<file path="src/rtl/decade_timer_pkg.sv">
// Shared types and constants for the decimal event timer.
// Imported by the digit cell and the controller.
package decade_timer_pkg;

  typedef enum logic [1:0] {
    ST_IDLE  = 2'd0,
    ST_RUN   = 2'd1,
    ST_PAUSE = 2'd2,
    ST_DONE  = 2'd3
  } state_e;

  localparam int          DIGIT_W = 4;
  localparam logic [3:0]  BCD_MAX = 4'd9;

endpackage

</file>
<file path="src/rtl/decade_timer_ctrl_bcd_digit.sv">
// One BCD decade: synchronous clear, enable-gated increment 0..9.
// tc flags the terminal value so the controller can ripple the carry.
module bcd_digit
  import decade_timer_pkg::*;
(
  input  logic               clk,
  input  logic               rst,
  input  logic               en,
  input  logic               clr,
  output logic [DIGIT_W-1:0] q,
  output logic               tc
);

  logic [DIGIT_W-1:0] q_q, q_d;

  always_comb begin
    q_d = q_q;
    if (clr) begin
      q_d = '0;
    end else if (en) begin
      q_d = (q_q == BCD_MAX) ? '0 : q_q + 1'b1;
    end
  end

  always_ff @(posedge clk) begin
    if (rst) q_q <= '0;
    else     q_q <= q_d;
  end

  assign q  = q_q;
  assign tc = (q_q == BCD_MAX);

endmodule

</file>
<file path="src/rtl/decade_timer_ctrl.sv">
// Programmable decimal event timer: carry-chain enables, run/pause
// state machine and live-target compare over a chain of BCD digits.
module decade_timer_ctrl
  import decade_timer_pkg::*;
#(
  parameter int DIGITS = 4
) (
  input  logic                      clk,
  input  logic                      rst,
  input  logic                      tick,
  input  logic                      start,
  input  logic                      stop,
  input  logic                      clear,
  input  logic [DIGIT_W*DIGITS-1:0] target,
  output logic [DIGIT_W*DIGITS-1:0] count,
  output logic [DIGITS-1:0]         digit_en,
  output logic                      running,
  output logic                      done,
  output logic                      wrap
);

  state_e state_q, state_d;

  logic [DIGITS-1:0]         tc;
  logic [DIGIT_W*DIGITS-1:0] cnt_nxt;
  logic                      carry;
  logic                      match, roll, tz;
  logic                      start_ok, clr_cnt;
  logic                      done_d, done_q;
  logic                      wrap_d, wrap_q;
  logic                      running_q;

  // Ripple enable: digit i steps only when every lower digit is at 9.
  always_comb begin
    digit_en = '0;
    carry    = tick & (state_q == ST_RUN)
             & ~stop & ~clear & ~rst;
    for (int i = 0; i < DIGITS; i++) begin
      digit_en[i] = carry;
      carry       = carry & tc[i];
    end
  end

  for (genvar g = 0; g < DIGITS; g++) begin : g_dig
    localparam int LO = g * DIGIT_W;

    bcd_digit u_dig (
      .clk (clk),
      .rst (rst),
      .en  (digit_en[g]),
      .clr (clr_cnt),
      .q   (count[LO +: DIGIT_W]),
      .tc  (tc[g])
    );

    assign cnt_nxt[LO +: DIGIT_W] =
      !digit_en[g] ? count[LO +: DIGIT_W] :
      tc[g]        ? '0 :
                     count[LO +: DIGIT_W] + 1'b1;
  end

  assign tz    = (target == '0);
  assign match = digit_en[0] & (cnt_nxt == target);
  assign roll  = digit_en[DIGITS-1] & tc[DIGITS-1];

  always_ff @(posedge clk) begin
    if (rst) begin
      state_q   <= ST_IDLE;
      running_q <= 1'b0;
      done_q    <= 1'b0;
      wrap_q    <= 1'b0;
    end else begin
      state_q   <= state_d;
      running_q <= (state_d == ST_RUN);
      done_q    <= done_d;
      wrap_q    <= wrap_d;
    end
  end

  always_comb begin
    state_d = state_q;
    if (clear) begin
      state_d = ST_IDLE;
    end else begin
      unique case (state_q)
        ST_IDLE, ST_DONE: begin
          if (start_ok) state_d = tz ? ST_DONE : ST_RUN;
        end
        ST_RUN: begin
          if (stop)       state_d = ST_PAUSE;
          else if (match) state_d = ST_DONE;
        end
        ST_PAUSE: begin
          if (stop)       state_d = ST_IDLE;
          else if (start) state_d = ST_RUN;
        end
        default: state_d = ST_IDLE;
      endcase
    end
  end

  // A (re)start from IDLE/DONE always reloads zero.
  always_comb begin
    start_ok = start & ~stop & ~clear
             & ((state_q == ST_IDLE) | (state_q == ST_DONE));
    clr_cnt  = clear | start_ok;
    done_d   = match | (start_ok & tz);
    wrap_d   = roll;
  end

  assign running = running_q;
  assign done    = done_q;
  assign wrap    = wrap_q;

endmodule

</file>
<file path="config.mk">
export PLATFORM = sky130hd
export DESIGN_NAME = decade_timer_ctrl
export DESIGN_NICKNAME = d
export VERILOG_FILES = /design/src/rtl/decade_timer_pkg.sv /design/src/rtl/decade_timer_ctrl_bcd_digit.sv /design/src/rtl/decade_timer_ctrl.sv
export SDC_FILE = /design/constraint.sdc
export NUM_CORES = 1
export LEC_CHECK = 0
export BUFFER_PORTS_ARGS = -buffer_cell sky130_fd_sc_hd__buf_4
export CAP_MARGIN = 40
export CORE_ASPECT_RATIO = 2
export CORE_MARGIN = 1.5
export CORE_UTILIZATION = 57
export CTS_BUF_LIST = sky130_fd_sc_hd__clkbuf_8
export DETAILED_ROUTE_END_ITERATION = 16
export PLACE_DENSITY = 0.83
export SLEW_MARGIN = 15
export SYNTH_ARGS = -nofsm -noshare
export SYNTH_HDL_FRONTEND = slang
export SYNTH_SLANG_ARGS = --single-unit
</file>
<file path="constraint.sdc">
create_clock -name clk -period 3.4 [get_ports clk]
set_input_delay 0.51 -clock clk [delete_from_list [all_inputs] [get_ports clk]]
set_output_delay 0.51 -clock clk [all_outputs]
set_load 0.01 [all_outputs]
</file>
==> metrics <==
DRC marker count from the first detailed-route iteration 82; status completed; maximum VDD drop 195 uV; reg-to-reg endpoint state_q[1]; EDFF count, synth 0; max-slew violation count 0; Fin Setup TNS 0 ps; Cells after DPL 360; syn_area_per_cell 7.36 um^2; CTS Hold Bufs 0; vias 2321; maxcap violations 0; core area 0.00342 mm^2; DRC 0; Seq/Total Area, Yosys 20.5%; reg-to-reg startpoint state_q[0]; Top FF cell, synth dfxtp_1; top cell type's share of synthesized area 20.5%; Clk Latency, worst-skew pair about 270 ps; ratio of cells with drive above 1 in the final layout 22.8%; synthesized cell area roughly 0.0021 mm^2; area grow syn2layout 20.1%; Worst Setup End Kind flip-flop; RD Place Congestion 0.958; crit path kind reg -> reg; final std cells w/o fill 364; clock root cell clkbuf_8; crit path launch type flip-flop; CTS Buffer Depth 2; CP max FO 8; type of the tightest min-delay check in -> reg; Async S/R FF share, synth 0%; Post-Route WL about 6.5 mm; skew final 1.76 ps; TritonCTS clock tree done; RSZ-0062 raised after global routing no; Reg2Reg Depth 9; gr ovfl total 0; CTS H-tree depth 1; die area about 0.004 mm^2; first-pass GRT wire length around 9.9 mm; TritonCTS Buffers 3; row count 30; Leak 0.900 nW; Ports 45; Tcrit/Tclk final 92.1%; Avg WL per Cell 17.9 um; CTS-repair resized insts 0; height of the die 87.9 um; largest net degree at the start of global routing 17; IO Port Bufs 44; Finish-stage setup viols 0; Fin. Hold Viols 0; CP required 3600 ps; final core utilization between 70 and 80%; router iterations before antenna repair 4; initial antenna violation count 0; Hold EP state_q[1]; vias in the first global route 2197; YS warnings 0; Synth Instances 279; Arrival @ worst endpoint 3330 ps; Max Fclk 319 MHz; Starting Density 60.1%; Final min period 3130 ps; Slew headroom 55.1%; Syn Nets 303; ANT nets after route 0; Diodes inserted 0; Synth cell types 66; setup bufs post-CTS 0; hold_sp rst; power per cell area 205 mW/mm^2; Layout Nets 341; Hold Crit Depth 2; FF-to-FF setup slack approximately 270 ps; Layout fillers 306; Sink Count 21; Die X 45.5 um; Clk pin slew, worst setup/hold paths 90 ps; largest area contributor in the netlist dfxtp_1; hpwl dp 4.98 mm; top cells by area, synth dfxtp_1 (20%), nor2_1 (5.8%), nand2_1 (5.1%), nor2b_1 (3.7%), xnor2_1 (3.4%); vias per cell 6.38; Worst Max-Slew Pin Slew 672 ps; GRT Util Overall 33.2%; Seq cells post-synth 21
-- power breakdown --
group | total, mW | leakage, nW | switching [mW] | internal [mW]
sequential | 0.248 | 0.169 | 0.00116 | 0.247
combinational | 0.0793 | 0.705 | 0.0430 | 0.0363
clock | 0.178 | 0.0255 | 0.0958 | 0.0820
-- worst max-delay path, cell delays in order (launching register included) --
cell       delay (ps)
dfxtp_1           430
ha_1              240
or4b_1            650
nor4_4            450
buf_4             210
nand4_1            90
o2111ai_1         190
o211ai_1          140
or4_4             460
a211oi_2          190
-- registers in the layout, indices dropped and copies added (netlist names) --
signal	cells
running	1
wrap	1
done	1
state_q	2
g_dig.u_dig.q	16
-- logic make-up after synthesis --
group	synth area share [%]
xor+xnor	7.55
buf+inv	5.91
fa+ha+maj	1.22
compound gates	18.9
mux	2.50
flops	20.5
simple gates	43.4
-- synth_stat cells (all sizes together) (3+ instances only) --
cell type and instances:
xor2 7, a21oi 11, nor3b 3, and3b 4
o21ai 12, dfxtp 21, buf 8, nand2 28
inv 6, mux2i 4, nand3 10, o211ai 5
nor4 14, nor4b 4, nor2 32, xnor2 8
nand4 11, nor3 5, clkbuf 13, and3 3
nand2b 10, o21bai 3, nor2b 12
-- metal layers --
layer	wire length [um]	vias up	global-route usage [%]
met5	0	-	0
met4	478	0	23.3
met3	270	40	4.54
met2	3380	103	59.2
met1	2380	1072	32.8
li1	-	1106	-
-- cell usage in the layout, fill, tap and decap left out, types with 11 or more instances in the layout --
cell type / count
buf_4: 54
nor2_1: 32
nand2_1: 28
dfxtp_1: 21
nor2b_1: 12
o21ai_0: 12
nand4_1: 11
-- cell type report --
class                   instances  area (um^2)  area share [%]
well taps                      48         60.1            2.43
multi-input cells             231         1510            61.3
flip-flops and latches         21          420            17.0
clock inverters                 1         5.00           0.203
inverters                       6         22.5           0.913
repair buffers                 54          405            16.4
clock buffers                   3         41.3            1.67
-- stage by stage --
step / total power, mW / hold WS, ps / cell area [um^2] / worst slack [ps]
finish: 0.505 / 449 / 2470 / 267
global route: 0.518 / 452 / 2470 / 199
CTS: 0.503 / 452 / 2470 / 314
detailed placement: 0.332 / 586 / 2420 / 260
global placement: 0.331 / 567 / 2420 / 304
floorplan: 0.291 / 575 / 2050 / 498
-- worst max path at each step --
stage | start | slack (ps) | depth (start not counted) | end
2_1_floorplan | clear | 500 | 8 | state_q[1]
3_3_place_gp | clear | 300 | 8 | state_q[1]
3_5_place_dp | clear | 260 | 8 | state_q[1]
4_1_cts | state_q[0] | 310 | 8 | state_q[1]
5_1_grt | state_q[0] | 200 | 8 | state_q[1]
6_report | state_q[0] | 270 | 9 | state_q[1]
Note: power is estimated with default switching activity, not from simulation.
